## config.mk

```make
export PLATFORM = sky130hd
export DESIGN_NAME = l1_cache_ctrl
export DESIGN_NICKNAME = d
export VERILOG_FILES = /design/src/rtl/l1_cache_ctrl.sv
export SDC_FILE = /design/constraint.sdc
export NUM_CORES = 1
export LEC_CHECK = 0
export CAP_MARGIN = 10
export CORE_MARGIN = 1.5
export CORE_UTILIZATION = 54
export DETAILED_ROUTE_END_ITERATION = 16
export GPL_ROUTABILITY_DRIVEN = 0
export PLACE_DENSITY = 0.81
export SLEW_MARGIN = 20
export SYNTH_ARGS = -nofsm -noshare
export SYNTH_HDL_FRONTEND = slang
export SYNTH_SLANG_ARGS = --single-unit
```

## constraint.sdc

```tcl
create_clock -name clk -period 2.7 [get_ports clk]
set_input_delay 0.54 -clock clk [delete_from_list [all_inputs] [get_ports clk]]
set_output_delay 0.54 -clock clk [all_outputs]
set_load 0.03 [all_outputs]
```

## src/rtl/l1_cache_ctrl.sv

```systemverilog
// Direct-mapped, read-only L1 cache controller sitting in front of an L2 cache.
// Serves hits locally and fills lines from L2 or, on an L2 miss, from main memory.
module l1_cache_ctrl #(
    parameter int CACHE_SIZE = 128,
    parameter int BLOCK_SIZE = 32
) (
    input  logic        clk,
    input  logic        rst_n,
    input  logic        cpu_req,
    input  logic [10:0] cpu_addr,
    output logic        cpu_ready,
    output logic        cpu_valid,
    output logic [31:0] cpu_data,
    output logic        cpu_hit,
    output logic        l1_miss,
    output logic [10:0] l2_addr,
    input  logic        l2_hit,
    input  logic        l2_miss,
    input  logic [31:0] l2_data,
    output logic        mem_req,
    output logic [10:0] mem_addr,
    input  logic        mem_valid,
    input  logic [31:0] mem_data,
    output logic [15:0] hit_count,
    output logic [15:0] miss_count
);

    localparam int NUM_BLOCKS = CACHE_SIZE / BLOCK_SIZE;
    localparam int OFF_W      = $clog2(BLOCK_SIZE);
    localparam int IDX_W      = $clog2(NUM_BLOCKS);
    localparam int TAG_W      = 11 - IDX_W - OFF_W;

    typedef enum logic [2:0] {
        IDLE     = 3'd0,
        LOOKUP   = 3'd1,
        L2_REQ   = 3'd2,
        L2_WAIT  = 3'd3,
        MEM_WAIT = 3'd4
    } state_t;

    state_t                  state_r;
    logic [NUM_BLOCKS-1:0]   valid_r;
    logic [TAG_W-1:0]        tag_r  [NUM_BLOCKS];
    logic [31:0]             data_r [NUM_BLOCKS];
    logic [10:0]             addr_r;
    logic                    cpu_valid_r;
    logic                    cpu_hit_r;
    logic [31:0]             cpu_data_r;
    logic [15:0]             hit_count_r;
    logic [15:0]             miss_count_r;

    logic [IDX_W-1:0]        idx_s;
    logic [TAG_W-1:0]        tag_s;
    logic                    lookup_hit_s;

    assign idx_s        = addr_r[OFF_W +: IDX_W];
    assign tag_s        = addr_r[10 -: TAG_W];
    assign lookup_hit_s = valid_r[idx_s] && (tag_r[idx_s] == tag_s);

    // Handshake strobes are state decodes so an async reset drops them at once.
    assign cpu_ready  = (state_r == IDLE);
    assign l1_miss    = (state_r == L2_REQ);
    assign mem_req    = (state_r == MEM_WAIT);
    assign l2_addr    = addr_r;
    assign mem_addr   = addr_r;
    assign cpu_valid  = cpu_valid_r;
    assign cpu_hit    = cpu_hit_r;
    assign cpu_data   = cpu_data_r;
    assign hit_count  = hit_count_r;
    assign miss_count = miss_count_r;

    // Controller FSM, line storage, response registers and statistics counters.
    always_ff @(posedge clk or negedge rst_n) begin
        if (!rst_n) begin
            state_r      <= IDLE;
            valid_r      <= '0;
            addr_r       <= 11'd0;
            cpu_valid_r  <= 1'b0;
            cpu_hit_r    <= 1'b0;
            cpu_data_r   <= 32'd0;
            hit_count_r  <= 16'd0;
            miss_count_r <= 16'd0;
            for (int i = 0; i < NUM_BLOCKS; i++) begin
                tag_r[i]  <= '0;
                data_r[i] <= 32'd0;
            end
        end else begin
            cpu_valid_r <= 1'b0;
            case (state_r)
                IDLE: begin
                    if (cpu_req) begin
                        addr_r  <= cpu_addr;
                        state_r <= LOOKUP;
                    end
                end
                LOOKUP: begin
                    if (lookup_hit_s) begin
                        cpu_valid_r <= 1'b1;
                        cpu_hit_r   <= 1'b1;
                        cpu_data_r  <= data_r[idx_s];
                        if (hit_count_r != 16'hFFFF) begin
                            hit_count_r <= hit_count_r + 16'd1;
                        end
                        state_r <= IDLE;
                    end else begin
                        if (miss_count_r != 16'hFFFF) begin
                            miss_count_r <= miss_count_r + 16'd1;
                        end
                        state_r <= L2_REQ;
                    end
                end
                L2_REQ: begin
                    state_r <= L2_WAIT;
                end
                L2_WAIT: begin
                    // l2_hit takes priority; a missing answer is treated as an L2 miss.
                    if (l2_hit) begin
                        valid_r[idx_s] <= 1'b1;
                        tag_r[idx_s]   <= tag_s;
                        data_r[idx_s]  <= l2_data;
                        cpu_valid_r    <= 1'b1;
                        cpu_hit_r      <= 1'b0;
                        cpu_data_r     <= l2_data;
                        state_r        <= IDLE;
                    end else begin
                        state_r <= MEM_WAIT;
                    end
                end
                MEM_WAIT: begin
                    if (mem_valid) begin
                        valid_r[idx_s] <= 1'b1;
                        tag_r[idx_s]   <= tag_s;
                        data_r[idx_s]  <= mem_data;
                        cpu_valid_r    <= 1'b1;
                        cpu_hit_r      <= 1'b0;
                        cpu_data_r     <= mem_data;
                        state_r        <= IDLE;
                    end
                end
                default: begin
                    state_r <= IDLE;
                end
            endcase
        end
    end

endmodule

```

Word level (Yosys, flattened, before mapping)
Index checks and enable logic that the tools add are counted.

word-level totals
  bits in registers = 228
  output and inout port bits = 91

operators by class
  equal/unequal tests = 11
  reduce and logical (&&, ||, !) cells = 12
  add/sub/neg operators = 2
  bitwise gates (word level) = 3
  $lt $le $gt $ge = 4
  multiplexer cells = 43

operators by type and width
  kind                                                             count
  128-bit bitwise mux                                              2
  128-bit 2-to-1 mux                                               2
  128-bit case mux with 2 select lines                             1
  32-bit 2-to-1 mux                                                6
  32-bit case mux with 3 select lines                              1
  32-bit binary-select mux with 2-bit select                       1
  32-bit demux with 2-bit select                                   1
  16-bit by 1-bit adder with 16-bit output, second input constant  2
  16-bit 2-to-1 mux                                                2
  16-bit != test, second input constant                            2
  16-bit case mux with 2 select lines                              1
  4-bit 2-to-1 mux                                                 5
  16-bit bitwise mux                                               1
  3-bit case mux with 5 select lines                               1
  3-bit 2-to-1 mux                                                 3
  3-bit AND reduction                                              3
  4-bit binary-select mux with 2-bit select                        1
  4-bit demux with 2-bit select                                    1
  1-bit 2-to-1 mux                                                 8
  4-bit case mux with 2 select lines                               1
  3-bit by 2-bit == test with 1-bit output, second input constant  2
  2-bit != test, second input constant                             3
  1-bit case mux with 3 select lines                               2
  4-bit == test                                                    1
  other kinds (19)                                                 22

Depth between registers and ports, before layout
Gate-level depths: netlist of run 1.

  word-level depth = 8
  gate-level depth with buffers = 9

Least setup slack after synthesis of run 1
No wires, ideal clock.

  path type = register -> register
  from = reg addr_r[5] (netlist: l2_addr[5])
  to = reg cpu_data_r[10] (netlist: cpu_data[10])
  path slack = 0.221 ns
  library setup time = 0.125 ns
  clock period less this slack = 2.479 ns
  cell stages (with the launch flop) = 9
  path buffers = 2
  arrival time = 2.354 ns
  cell sequence = dfrtp_1 > buf_6 > mux4_2 > xor2_1 > nor2_2 > nand3_2 > o21ai_4 > buf_12 > mux2_4

between the ends
  word-level cells in the longest chain between the ends = 8
  elaborated cells on any way between the ends = 15
  those cells by class = eq/ne (2); mux (10); bitwise (1); reduce/logical (2)

RTL lines
  item                                                    RTL line  RTL
  start: declaration                                      45        logic [10:0] addr_r;
  start signal: assignment                                92        addr_r <= cpu_addr;
  2-bit inverter with 3-bit output (not written as such)  58, 100
  4-bit binary-select mux with 2-bit select               58        assign lookup_hit_s = valid_r[idx_s] && (tag_r[idx_s] == tag_s);
  4-bit 2-to-1 mux (not written as such) (2 in series)    58
  4-bit == test                                           58
  1-bit logical AND                                       58
  2-bit != test (no line)                                 n/a
  4-bit AND reduction (no line)                           n/a
  end signal: assignment                                  100       cpu_data_r <= data_r[idx_s];
  end signal: assignment                                  123       cpu_data_r <= l2_data;
  end signal: assignment                                  136       cpu_data_r <= mem_data;
  end: declaration                                        48        logic [31:0] cpu_data_r;

Several ways; a longest one is shown, not always the timed one. The select of a mux whose other input is x is not followed.
A chain may end at the register's enable or synchronous reset.

Final worst setup path of run 1
  from = reg addr_r[5] (netlist: l2_addr[5])
  to = out l2_addr[5]

RTL lines
  item              RTL line  RTL
  end: declaration  16        output logic [10:0] l2_addr,

No word-level cell between the ends.

==> flow_summary.toml, run 1 <==
[final_layout]
diodes = 0
drive_gt1_frac = 0.164
num-nets-final = 1163
syn2layout_area_growth_pct = 26.0

[timing]
max_freq_mhz = 387
relSlewSlack = 0.545
fin_skew_ns = 0.0126
slew_violations = 0
tns_ns = 0
setup_slack_ns = 0.114
worst_hold_slack_ns = -0.0332
post-route-period-util = 0.958
hold_viol_final = 13
min_period_ns = 2.59
rsz0062_at_grt = "false"
tightest_slew_ns = 0.681
setup_viol = 0

[global_route]
grt_max_degree = 69
grt_usage = 0.241
met2_usage = 0.408
antenna_found_initial = 0
busiest_layer = "met2"
grt_overflow_total = 0
use_met1 = 0.328
grt_pass1_vias = 7639
met3_usage = 0.0298
grt_pass1_wl_mm = 39.2

[clock_tree]
clk_pin_slew_ns = 0.06
cts.sinks = 228
hold_buffers = 0
cts-root-buf = "clkbuf_16"
cts_setup_buffers = 0
cts_buffers = 25
cts_htree_levels = 1
tritoncts = "yes"
clk_latency_ns = 0.51
clockBufferDepth = 3

[floorplanning]
die_area_mm2 = 0.0205
initial_utilization = 0.549
rows = 51
fp.dieW_um = 143
die_h_um = 143
core_mm2 = 0.0193
ios = 172

[logic_synthesis]
postSynthAreaPerCell_um2 = 11.4
synth.most_common_cell = "dfrtp_1"
synth_common_cells = "228 x dfrtp_1, 176 x nand2_1, 97 x o21ai_0"
yosysSeqAreaShare = 0.538
synthCells = 928
yosysWarnings = 0
synth_nets = 1011
synth_area_leaders = "dfrtp_1 54%, mux4_2 7.4%, nand2_1 6.2%"
synth-seq-cells = 228
synth_edf_count = 0
synth_top_area_cell = "dfrtp_1"
netlist.area_leader.share = 0.538
ys_async_sr_fraction = 1.00
synth_top_flop_cell = "dfrtp_1"
syn-cell-area_mm2 = 0.0106
synth_cell_type_count = 47

[placed_design]
port_buffers = 170
post-place-ws_ns = 0.244
dp.final_hpwl_mm = 15.3

[route]
first_pass_iters = 5
num_vias = 7589
vias_per_cell = 5.57
drt_wl_total_mm = 23.7
drc = 0
wl_per_cell_um = 17.4
postRouteAntennaNets = 0
dr.first_iter.drc_count = 409

[power_and_ir_drop]
p_per_area_mw_per_mm2 = 1180
leakagePower_uw = 0.00583
peakVddDrop_mv = 0.516

[min_path]
hold_path.class = "input pin to async pin"

[worst_setup_path]
cp_slowest_stage_delay_ns = 0.73
required_ns = 2.16
path_cells = "buf_6 > clkdlybuf4s50_1"
startpoint_type = "flop"
slowest_stage = "clkdlybuf4s50_1"
worstPathArrival_ns = 2.05
end_kind = "output port"
path_max_fanout = 21
setup.worst_path.class = "flop to output port"
r2r_slack_ns = 0.22

[flow_run]
max_cap_viol_count = 0

[status]
violations = "hold timing"
outcome = "complete, but fails checks"
==> cells in the final DEF, fill, tap and decap left out, types with 30 or more instances in the layout <==
cell,count
dfrtp_1,226
nand2_1,175
clkdlybuf4s50_1,167
o21ai_0,97
nor2_1,40
mux2i_1,36
mux4_2,35
a22oi_1,32
a21oi_1,32
mux2_2,31
xnor2_1,30
==> cells by family (layout without fill, tap and decap cells) <==
family,count (synthesis),in the layout,synth area share
simple gates,285,285,0.118
flops,228,228,0.538
compound gates,167,167,0.0892
mux,133,133,0.184
buf+inv,79,248,0.0400
xor+xnor,34,34,0.0281
fa+ha+maj,2,2,0.00236
==> worst max-delay path, delay by kind of cell (launching register included) <==
family | cells | cell delay [ns]
buf+inv | 2 | 1.05
flops | 1 | 0.48
==> state kept, by name (all words and copies together) (netlist names) <==
register / count
state_r: 3
cpu_valid: 1
data_r: 128
hit_count: 16
l2_addr: 11
valid_r: 4
miss_count: 16
cpu_hit: 1
cpu_data: 32
tag_r: 16
==> area by class of cell <==
class                   count  area (um2)
clock buffers              36         727
fillers                  1366        5970
inverters                   4        15.0
clock inverters             8        48.8
flip-flops and latches    228        5710
repair buffers            200        2040
multi-input cells         621        4500
well taps                 265         332
==> final timing paths <==
path | cells after the start | start | to
max | 2 | l2_addr[5] | l2_addr[5]
min | 1 | rst_n | data_r[9]
max reg2reg | 8 | l2_addr[6] | cpu_data[30]
min reg2reg | 1 | valid_r[1] | valid_r[1]
max in group asynchronous | 2 | rst_n | miss_count[0]
min in group clk | 1 | valid_r[1] | valid_r[1]
==> where the power goes <==
| group | total, uW | internal [uW] | switching, uW |
|---|---|---|---|
| Combinational | 6790 | 3320 | 3470 |
| Clock | 3180 | 1860 | 1320 |
| Sequential | 5740 | 4840 | 900 |
==> stage by stage <==
stage,cell area (um2),total power (uW),hold slack [ns],utilization,cells
after global routing,13400,16700,0.0264,0.691,1362
after floorplan,10600,10400,0.244,-,928
after CTS,13400,15800,0.00694,0.691,1362
final,13400,15700,-0.0332,0.691,1362
after detailed placement,12600,12600,0.453,0.651,1318
after global placement,12600,12300,0.445,0.651,1318
==> timing repair <==
action | 4_1_cts | 5_1_grt
hold endpoints to repair | 0 | 0
resized for setup | 1 | 1
endpoints found under the setup margin | 2 | 1
==> metal layers <==
metal / vias up / routed length, um
met5: - / 0
met4: 0 / 490
met3: 37 / 1100
met2: 200 / 12000
met1: 3802 / 10100
li1: 3550 / -
Power figures use the tool's default switching activity.
==> run 2, diff against run 1 <==
- HOLD_SLACK_MARGIN: unset -> 0.12
==> flow_summary.toml, run 2 (same netlist as run 1, synthesis figures left out) <==
[power_and_ir_drop]
seq_power_share = 0.365
p_per_area_mw_per_mm2 = 1180
swShare = 0.363
clockPowerShare = 0.203
p_comb_frac = 0.432
p_switching_uw = 5700
peakVddDrop_mv = 0.516
leakagePower_uw = 0.00583
intPower_uw = 10000

[clock_tree]
tritoncts = "yes"
cts_htree_levels = 1
clk_latency_ns = 0.51
cts-root-buf = "clkbuf_16"
cts_buffers = 25
cts_setup_buffers = 0
clockBufferDepth = 3
clk_pin_slew_ns = 0.06
cts.sinks = 228

[final_layout]
syn2layout_area_growth_pct = 26.1
drive_gt1_frac = 0.164
top_register = "data_r"
layout_commonest_cell = "dfrtp_1"
fin_util = 0.692
num-nets-final = 1164
final_cells = 1363
finish.instance_area_mm2 = 0.0134
final_cell_mix = "226 x dfrtp_1, 175 x nand2_1, 167 x clkdlybuf4s50_1, 97 x o21ai_0, 40 x nor2_1"
diodes = 0
largest_reg_flops = 128

[worst_setup_path]
crit_family = "buffers and inverters"
required_ns = 2.16
slowest_stage = "clkdlybuf4s50_1"
setup.worst_path.class = "flop to output port"
cp-startpoint = "l2_addr[5]"
worstPathArrival_ns = 2.04
cp_slowest_stage_delay_ns = 0.73
rr_startpoint = "l2_addr[6]"
path_max_fanout = 21
end_kind = "output port"
cp_num_buf_inv = 2
path_cells = "buf_6 > clkdlybuf4s50_1"
startpoint_type = "flop"

[floorplanning]
core_mm2 = 0.0193
die_h_um = 143
initial_utilization = 0.549
die_area_mm2 = 0.0205
rows = 51
ios = 172
fp.dieW_um = 143

[global_route]
use_met1 = 0.328
grt_pass1_wl_mm = 39.2
busiest_layer = "met2"
antenna_found_initial = 0
grt_max_degree = 69
met2_usage = 0.408
grt_usage = 0.241
grt_pass1_vias = 7640
grt_overflow_total = 0
met3_usage = 0.0298

[timing]
post-route-period-util = 0.957
min_period_ns = 2.58
setup_slack_ns = 0.115
fin_skew_ns = 0.0129
setup_viol = 0
max_freq_mhz = 387
hold_viol_final = 0
tightest_slew_ns = 0.681
rsz0062_at_grt = "false"
relSlewSlack = 0.545
slew_violations = 0
tns_ns = 0

[min_path]
worstHoldStart = "valid_r[1]"
hold_path.class = "flop to flop"

[status]
outcome = "completed"

[route]
postRouteAntennaNets = 0
dr.first_iter.drc_count = 433
drc = 0
num_vias = 7591
wl_per_cell_um = 17.4
drt_wl_total_mm = 23.7
vias_per_cell = 5.57
first_pass_iters = 7

[placed_design]
place_area_mm2 = 0.0126
post-place-ws_ns = 0.244
dp.final_hpwl_mm = 15.3
port_buffers = 170
dp_cells = 1318

[flow_run]
max_cap_viol_count = 0
run 2: changes by cell type in the layout (fill, tap and decap cells not counted):
| cell | delta |
|---|---|
| dlygate4sd3_1 | +1 |
run 2: power groups by stage:
stage | Sequential (uW) | Clock (uW) | Combinational (uW)
after global placement | 5690 | 0 | 6610
after floorplan | 6200 | 0 | 4240
after CTS | 5730 | 3250 | 6860
final | 5740 | 3190 | 6790
after detailed placement | 5760 | 0 | 6810
after global routing | 5920 | 3380 | 7410
run 2: timing repair:
action,in CTS,in global routing
endpoints found under the setup margin,2,1
hold buffers,1,0
gates resized for setup,1,1
gates cloned,0,0
endpoints found under the hold margin,62,0
run 2: through the flow:
stage,total power (uW),hold WS [ns]
6_report,15700,0.468
3_5_place_dp,12600,0.453
4_1_cts,15800,0.470
2_1_floorplan,10400,0.244
5_1_grt,16700,0.500
3_3_place_gp,12300,0.445
run 2: routing by layer:
layer / vias to the layer above / routed length (um)
li1: 3548 / -
met1: 3806 / 10200
met2: 200 / 11900
met3: 37 / 1070
met4: 0 / 490
met5: - / 0
run 2: worst paths after layout:
| check | endpoint | slack [ns] | cells past startpoint |
|---|---|---|---|
| max | l2_addr[5] | 0.12 | 2 |
| min | valid_r[1] | 0.47 | 1 |
| max reg2reg | cpu_data[30] | 0.21 | 8 |
| min reg2reg | valid_r[1] | 0.47 | 1 |
| max in group asynchronous | miss_count[0] | 1.40 | 3 |
| min in group asynchronous | data_r[9] | 0.56 | 2 |
run 2: cell type report:
| cell class | instances | area (um2) |
|---|---|---|
| clock buffers | 36 | 727 |
| clock inverters | 8 | 48.8 |
| fillers | 1368 | 5960 |
| inverters | 4 | 15.0 |
| multi-input cells | 621 | 4500 |
| flip-flops and latches | 228 | 5710 |
| well taps | 265 | 332 |
| repair buffers | 201 | 2050 |
==> run 3, diff against run 2 <==
- CTS_CLUSTER_SIZE: unset -> 8
==> flow_summary.toml, run 3 (same netlist as run 1, synthesis figures left out) <==
[power_and_ir_drop]
p_comb_frac = 0.417
p_per_area_mw_per_mm2 = 1200
seq_power_share = 0.354
leakagePower_uw = 0.00589
clockPowerShare = 0.229
swShare = 0.351
peakVddDrop_mv = 0.540
p_switching_uw = 5700
intPower_uw = 10500

[route]
vias_per_cell = 5.60
drc = 0
wl_per_cell_um = 17.4
drt_wl_total_mm = 23.6
dr.first_iter.drc_count = 446
num_vias = 7603
postRouteAntennaNets = 0
first_pass_iters = 5

[clock_tree]
clk_latency_ns = 0.49
cts.sinks = 228
cts_htree_levels = 2
cts_buffers = 34
clockBufferDepth = 3
clk_pin_slew_ns = 0.05
cts_setup_buffers = 0
cts-root-buf = "clkbuf_16"
tritoncts = "yes"

[timing]
setup_viol = 0
max_freq_mhz = 392
post-route-period-util = 0.945
min_period_ns = 2.55
hold_viol_final = 0
fin_skew_ns = 0.0144
tns_ns = 0
relSlewSlack = 0.558
setup_slack_ns = 0.147
rsz0062_at_grt = "false"
tightest_slew_ns = 0.661
slew_violations = 0

[worst_setup_path]
end_kind = "output port"
startpoint_type = "flop"
rr_startpoint = "l2_addr[6]"
path_max_fanout = 21
setup.worst_path.class = "flop to output port"
worstPathArrival_ns = 2.01
r2r_slack_ns = 0.26
required_ns = 2.16
r2r_cells = 8
r2r-end = "cpu_data[30]"

[final_layout]
syn2layout_area_growth_pct = 27.4
diodes = 0
drive_gt1_frac = 0.163
multi_input_area_mm2 = 0.00450
num-nets-final = 1173
fill_cells = 1359
final_cells = 1357
largest_reg_flops = 128
layout_commonest_cell = "dfrtp_1"
seq_area_mm2 = 0.00571
final_cell_mix = "226 x dfrtp_1, 175 x nand2_1, 168 x clkdlybuf4s50_1, 97 x o21ai_0, 40 x nor2_1"
top_register = "data_r"

[global_route]
met2_usage = 0.406
grt_usage = 0.242
grt_max_degree = 69
antenna_found_initial = 0
met3_usage = 0.0359
grt_overflow_total = 0
busiest_layer = "met2"
grt_pass1_vias = 7689
grt_pass1_wl_mm = 39.2
use_met1 = 0.327

[placed_design]
dp.final_hpwl_mm = 15.3
post-place-ws_ns = 0.244
dp_cells = 1318
port_buffers = 170

[flow_run]
max_cap_viol_count = 0

[status]
outcome = "completed"

[floorplanning]
core_mm2 = 0.0193
rows = 51
ios = 172
die_area_mm2 = 0.0205
die_h_um = 143
fp.dieW_um = 143
initial_utilization = 0.549

[min_path]
hold_path.class = "flop to flop"
min_to = "valid_r[1]"
worstHoldStart = "valid_r[1]"
holdPathStages = 1
[run 3: cell count changes in the layout (fill, tap and decap cells not counted), moves of 2 or more]
cell        change
clkbuf_16      +10
clkbuf_8        -6
clkinv_2        -5
clkbuf_1        -4
clkinvlp_4      -2
[run 3: stage by stage]
stage	util	cell area [um2]	hold WS (ns)	power [uW]
detailed placement	0.651	12600	0.453	12600
global route	0.699	13500	0.475	17300
CTS	0.699	13500	0.468	16400
finish	0.699	13500	0.465	16200
floorplan	-	10600	0.244	10400
global placement	0.651	12600	0.445	12300
[run 3: worst max-delay path by stage]
stage	slack (ns)	end	startpoint
after floorplan	0.22	cpu_data[10]	l2_addr[5]
after global placement	0.31	cpu_data[21]	l2_addr[6]
after detailed placement	0.24	data_r[107]	mem_valid
after CTS	0.10	l2_addr[5]	l2_addr[5]
after global routing	0.05	l2_addr[5]	l2_addr[5]
final	0.15	l2_addr[5]	l2_addr[5]
[run 3: cell type report]
| type | count | share of cell area |
|---|---|---|
| Inverter | 4 | 0.00111 |
| Multi-Input combinational cell | 621 | 0.333 |
| Sequential cell | 228 | 0.422 |
| Clock inverter | 2 | 0.00287 |
| Tap cell | 265 | 0.0245 |
| Clock buffer | 36 | 0.0651 |
| Timing Repair Buffer | 201 | 0.151 |
[run 3: per-layer routing]
layer,wire (um),up-vias
met3,1090,36
met2,11900,199
li1,-,3561
met5,0,-
met4,417,0
met1,10200,3807
[run 3: what timing repair did]
action,4_1_cts,5_1_grt
endpoints found under the hold margin,62,0
endpoints found under the setup margin,2,0
hold buffers,1,0
resized for setup,1,0
[run 3: power groups by stage]
stage / Clock, uW / Combinational, uW / Sequential [uW]
2_1_floorplan: 0 / 4240 / 6200
3_3_place_gp: 0 / 6610 / 5690
3_5_place_dp: 0 / 6810 / 5760
4_1_cts: 3790 / 6850 / 5740
5_1_grt: 3940 / 7390 / 5920
6_report: 3710 / 6780 / 5740
[run 3: critical path: stages (launching register included)]
cell	delay (ns)
dfrtp_2	0.47
buf_6	0.32
clkdlybuf4s50_1	0.73
